### config.mk
export PLATFORM = sky130hd
export DESIGN_NAME = if_spike_decoder_flat
export DESIGN_NICKNAME = d
export VERILOG_FILES = /design/src/rtl/if_spike_decoder_if.sv /design/src/rtl/if_spike_decoder.sv /design/src/flat_wrapper.sv
export SDC_FILE = /design/constraint.sdc
export NUM_CORES = 1
export LEC_CHECK = 0
export CORE_UTILIZATION = 56
export DETAILED_ROUTE_END_ITERATION = 10
export PLACE_DENSITY = 0.86
export SLEW_MARGIN = 20
export SYNTH_ARGS = -nofsm -noshare
export SYNTH_HDL_FRONTEND = slang
export SYNTH_SLANG_ARGS = --single-unit
### constraint.sdc
create_clock -name clk -period 3.4 [get_ports clk]
set_clock_uncertainty 0.2 [all_clocks]
set_input_delay 0.68 -clock clk [delete_from_list [all_inputs] [get_ports clk]]
set_output_delay 0.68 -clock clk [all_outputs]
set_load 0.02 [all_outputs]
### src/rtl/if_spike_decoder_if.sv
// Bundle of spike-side inputs and decoded outputs shared by the spike decoder and its driver.
// The master drives the spike stream and controls; the slave is the decoder.
interface if_spike_decoder_if #(
    parameter int RATE_W = 8,
    parameter int ISI_W  = 8
);
    logic              ena;
    logic              spike_in;
    logic [2:0]        window_sel;
    logic [RATE_W-1:0] rate;
    logic              rate_valid;
    logic [ISI_W-1:0]  isi;
    logic              isi_valid;

    modport master (
        output ena,
        output spike_in,
        output window_sel,
        input  rate,
        input  rate_valid,
        input  isi,
        input  isi_valid
    );

    modport slave (
        input  ena,
        input  spike_in,
        input  window_sel,
        output rate,
        output rate_valid,
        output isi,
        output isi_valid
    );
endinterface

### src/rtl/if_spike_decoder.sv
// Decodes an integrate-and-fire spike stream into a windowed spike rate and the latest
// inter-spike interval, both as registered values with one-cycle valid strobes.
module if_spike_decoder #(
    parameter int RATE_W = 8,
    parameter int ISI_W  = 8
) (
    input  logic                  clk,
    input  logic                  rst_n,
    if_spike_decoder_if.slave     bus
);
    typedef enum logic {
        IDLE,
        COUNT
    } state_t;

    localparam logic [RATE_W-1:0] RATE_MAX = '1;
    localparam logic [ISI_W-1:0]  ISI_MAX  = '1;

    state_t            state_q, state_d;
    logic [10:0]       wc_q, wc_d;
    logic [RATE_W-1:0] sc_q, sc_d;
    logic [2:0]        win_q, win_d;
    logic [RATE_W-1:0] rate_q, rate_d;
    logic              rate_valid_q, rate_valid_d;
    logic [ISI_W-1:0]  g_q, g_d;
    logic              seen_q, seen_d;
    logic [ISI_W-1:0]  isi_q, isi_d;
    logic              isi_valid_q, isi_valid_d;

    logic [10:0]       wc_last;
    logic [RATE_W-1:0] sc_sum;
    logic [ISI_W-1:0]  g_inc;

    // Window length is 16 << win_q; for win_q=7 the 2048 wraps out of 11 bits,
    // so the minus-one is taken at 12 bits before truncating to give 2047.
    assign wc_last = 11'((12'd16 << win_q) - 12'd1);
    assign sc_sum  = (bus.spike_in && (sc_q != RATE_MAX)) ? sc_q + 1'b1 : sc_q;
    assign g_inc   = (g_q != ISI_MAX) ? g_q + 1'b1 : g_q;

    always_comb begin
        state_d      = state_q;
        wc_d         = wc_q;
        sc_d         = sc_q;
        win_d        = win_q;
        rate_d       = rate_q;
        rate_valid_d = 1'b0;
        case (state_q)
            IDLE: begin
                if (bus.ena) begin
                    state_d = COUNT;
                    wc_d    = 11'd1;
                    sc_d    = RATE_W'(bus.spike_in);
                    win_d   = bus.window_sel;
                end else begin
                    wc_d = '0;
                    sc_d = '0;
                end
            end
            COUNT: begin
                if (!bus.ena) begin
                    state_d = IDLE;
                    wc_d    = '0;
                    sc_d    = '0;
                end else if (wc_q == wc_last) begin
                    // Closing edge: this sample is still part of the finishing window.
                    rate_d       = sc_sum;
                    rate_valid_d = 1'b1;
                    wc_d         = '0;
                    sc_d         = '0;
                    win_d        = bus.window_sel;
                end else begin
                    wc_d = wc_q + 11'd1;
                    sc_d = sc_sum;
                end
            end
            default: begin
                state_d = IDLE;
            end
        endcase
    end

    always_comb begin
        g_d         = g_q;
        seen_d      = seen_q;
        isi_d       = isi_q;
        isi_valid_d = 1'b0;
        if (!bus.ena) begin
            g_d    = '0;
            seen_d = 1'b0;
        end else if (bus.spike_in) begin
            if (seen_q) begin
                isi_d       = g_q;
                isi_valid_d = 1'b1;
            end
            g_d    = ISI_W'(1);
            seen_d = 1'b1;
        end else begin
            g_d = g_inc;
        end
    end

    always_ff @(posedge clk or negedge rst_n) begin
        if (!rst_n) begin
            state_q      <= IDLE;
            wc_q         <= '0;
            sc_q         <= '0;
            win_q        <= '0;
            rate_q       <= '0;
            rate_valid_q <= 1'b0;
            g_q          <= '0;
            seen_q       <= 1'b0;
            isi_q        <= '0;
            isi_valid_q  <= 1'b0;
        end else begin
            state_q      <= state_d;
            wc_q         <= wc_d;
            sc_q         <= sc_d;
            win_q        <= win_d;
            rate_q       <= rate_d;
            rate_valid_q <= rate_valid_d;
            g_q          <= g_d;
            seen_q       <= seen_d;
            isi_q        <= isi_d;
            isi_valid_q  <= isi_valid_d;
        end
    end

    assign bus.rate       = rate_q;
    assign bus.rate_valid = rate_valid_q;
    assign bus.isi        = isi_q;
    assign bus.isi_valid  = isi_valid_q;
endmodule

### src/flat_wrapper.sv
// flat-port wrapper written by rule: the top's interface ports become plain ports
module if_spike_decoder_flat 
#(
    parameter int RATE_W = 8,
    parameter int ISI_W  = 8
)
  (clk, rst_n, bus_ena, bus_spike_in, bus_window_sel, bus_rate, bus_rate_valid, bus_isi, bus_isi_valid);
  if_spike_decoder_if #(.RATE_W(RATE_W), .ISI_W(ISI_W)) bus_i ();
  input  logic clk;
  input  logic rst_n;
  input wire logic [$bits(bus_i.ena)-1:0] bus_ena;
  input wire logic [$bits(bus_i.spike_in)-1:0] bus_spike_in;
  input wire logic [$bits(bus_i.window_sel)-1:0] bus_window_sel;
  output wire logic [$bits(bus_i.rate)-1:0] bus_rate;
  output wire logic [$bits(bus_i.rate_valid)-1:0] bus_rate_valid;
  output wire logic [$bits(bus_i.isi)-1:0] bus_isi;
  output wire logic [$bits(bus_i.isi_valid)-1:0] bus_isi_valid;
  assign bus_i.ena = bus_ena;
  assign bus_i.spike_in = bus_spike_in;
  assign bus_i.window_sel = bus_window_sel;
  assign bus_rate = bus_i.rate;
  assign bus_rate_valid = bus_i.rate_valid;
  assign bus_isi = bus_i.isi;
  assign bus_isi_valid = bus_i.isi_valid;
  if_spike_decoder #(.RATE_W(RATE_W), .ISI_W(ISI_W)) u_core (.clk(clk), .rst_n(rst_n), .bus(bus_i));
endmodule
==> results.ini <==
[global_route]
grt_remaining_overflow=0
grt_use_total_pct=22.05
grt_pass1_vias=1721
grt_pass1_wl_um=7652
grt_max_degree=51
antenna_found_initial=0

[critical_path]
crit_family=simple AND/OR/NAND/NOR gates
path_max_fanout=11
cp-end-kind=flop
crit_top_cell=buf_4
critical_path.cell_chain=nor2_1 > nand2_1 > ha_1 > or2_2 > o211ai_1 > xor2_2 > buf_4 > nor4_4 > buf_4 > mux2_4
criticalPathCategory=flop to flop
critical_path_arrival_ns=3.04
slowest_delay_ns=0.51
critPathBufInv=2
worstPathRequired_ns=3.40
startpoint_type=flop
crit_path_top_delay_cell=dfrtp_1

[sta]
setup_violations=0
slew_violations=0
hold_violations=0
relSlewSlack_pct=49.85
setup_ws_ns=0.3572
tightest_slew_ns=0.7505
min_period_ns=3.043
fin_tns_setup_ns=0
max_freq_mhz=328.6
rsz0062_at_grt=false
timing.final.crit_share_pct=89.49

[clocking]
cts_root_buf=clkbuf_8
cts_resized=0
holdBufCountCts=0
cts_tree=built
cts_buffers=5
post_cts_buffers=0
cts_buffer_depth=2
cts.htree.levels=2
cts.reportedPaths.clkPinSlew_ns=0.09
clk_latency_ns=0.30
cts_sinks=50

[synth]
avgSynthCellArea_um2=10.38
async_reset_ff_share_pct=100.0
yosys.cell_types.count=46
synth_area_um2=2511
synth_warnings=0
synth-seq-cells=50
synth-edff-count=0
synth_cells=242
synthFlopType=dfrtp_1
ys_seq_area_share_pct=49.83
syn_nets=253

[power_and_ir_drop]
power_density_nw_per_um2=440.2
ir_drop_mv=0.2887
p_total_mw=1.283
p_leak_nw=1.291

[placed_design]
dp.cells=313
detailed_place_hpwl_um=3026
post-place-ws_ns=0.1320
port_buffers=24
place.gp.congestion=0.8693

[die]
initial_core_util_pct=60.60
die_area_um2=4756
core_um2=4144
pin_count=25
row_count=23
fp.dieH_um=68.97
chipWidth_um=68.97

[routing]
drtAntennaViolNets=0
wire_per_inst_um=14.17
drc=0
drt_wl_total_um=4547
first_pass_iters=4
dr_total_vias=1845
avgViaCountPerCell=5.748
drt_iter0_drc=149

[cells_and_area]
final_cells=321
final_layout_size_suffix_gt1_share_pct=11.07
antenna_cells=0
area_delta_synth_final_pct=16.04
finalNetCount=281

[run_status]
status=finished clean

[hold_path]
hold_path.class=primary input to async pin

[run]
cap_violations=0

==> kinds of logic (layout without fill, tap and decap cells) <==
family	after synthesis	after routing	synth area share, %
buffers and inverters	21	50	3.538
flip-flops	50	50	49.83
XOR/XNOR	22	22	8.271
adder cells (fa/ha/maj)	4	4	1.993
multiplexers	16	16	6.926
AND/OR/NAND/NOR	97	97	20.93
AO/OA/AOI/OAI	32	32	8.521
==> synth_stat cells (all sizes together), types with 2 or more instances <==
master  number  area, µm²
a21oi        2      10.01
a31oi        6      37.54
and3         4      25.02
buf          3      21.27
clkbuf       5      18.77
dfrtp       50       1251
ha           4      50.05
inv         13      48.80
mux2         8      93.84
mux2i        8      80.08
nand2       23      86.33
nand2b       2      12.51
nand3       16      85.08
nand4        4      25.02
nor2        24      90.09
nor2b        4      25.02
nor3         4      20.02
nor4         2      27.53
o211ai       5      37.54
o21ai       11      55.05
o21bai       2      15.01
or4          4      33.78
xnor2        8      70.07
xor2        14      137.6
==> where the power goes <==
group	switching, mW	total [mW]	leakage (nW)	internal [mW]
sequential	0.0337	0.650	0.641	0.616
clock	0.187	0.351	0.0472	0.164
combinational	0.171	0.282	0.603	0.111
total	0.392	1.28	1.29	0.891
==> metrics by stage <==
step / utilization (%) / hold WS, ns / cell area (µm²)
floorplan: - / 0.1844 / 2511
CTS: 70.02 / 0.3034 / 2902
global route: 70.32 / 0.2339 / 2914
finish: 70.32 / 0.1836 / 2914
detailed placement: 67.72 / 0.2848 / 2806
global placement: 67.72 / 0.2630 / 2806
==> path summary, 6_finish.rpt <==
kind	from	end	depth (start not counted)	slack (ns)
hold / removal	rst_n	u_core.bus.isi[4]$_DFFE_PN0P_	1	0.18
max in group asynchronous	rst_n	u_core.g_q[4]$_DFFE_PN0P_	1	2.41
hold reg to reg	u_core.seen_q$_DFFE_PN0P_	u_core.seen_q$_DFFE_PN0P_	1	0.30
min in group clk	u_core.seen_q$_DFFE_PN0P_	u_core.seen_q$_DFFE_PN0P_	1	0.30
setup / recovery	u_core.win_q[1]$_DFFE_PN0P_	u_core.bus.rate[2]$_DFFE_PN0P_	10	0.36
setup reg to reg	u_core.win_q[1]$_DFFE_PN0P_	u_core.bus.rate[2]$_DFFE_PN0P_	10	0.36
==> flip-flops by register name, summed over array words and instances (netlist names) <==
signal and flops:
u_core.bus.isi 8, u_core.seen_q 1, u_core.win_q 3, u_core.g_q 8, u_core.bus.rate_valid 1, u_core.bus.isi_valid 1
u_core.state_q 1, u_core.sc_q 8, u_core.bus.rate 8, u_core.wc_q 11
==> per-layer routing <==
layer	GRT usage (%)	vias up	part of all wire (%)
met5	0	-	0
met4	7.653	0	1.6
met3	4.441	8	4.8
met2	35.19	52	47
met1	29.93	891	46
li1	-	894	-
==> cell type report <==
| cell class | instances | area (µm²) |
|---|---|---|
| clock buffer | 6 | 82.58 |
| clock inverter | 2 | 12.51 |
| fill | 298 | 1230 |
| inverter | 13 | 48.80 |
| multi-input combinational | 171 | 1181 |
| sequential | 50 | 1251 |
| tap | 50 | 62.56 |
| timing repair buffer | 29 | 275.3 |
==> cells in the final DEF (no fill, tap or decap), drive strengths merged, types with 5 or more instances in the layout <==
| cell | instances |
|---|---|
| dfrtp | 50 |
| mux2i | 8 |
| mux2 | 8 |
| clkbuf | 6 |
| o211ai | 5 |
| inv | 13 |
| buf | 6 |
| xnor2 | 8 |
| nand2 | 23 |
| clkdlybuf4s50 | 23 |
| nand3 | 16 |
| a31oi | 6 |
| nor2 | 24 |
| xor2 | 14 |
| o21ai | 11 |
Note: power is estimated with default switching activity, not from simulation.
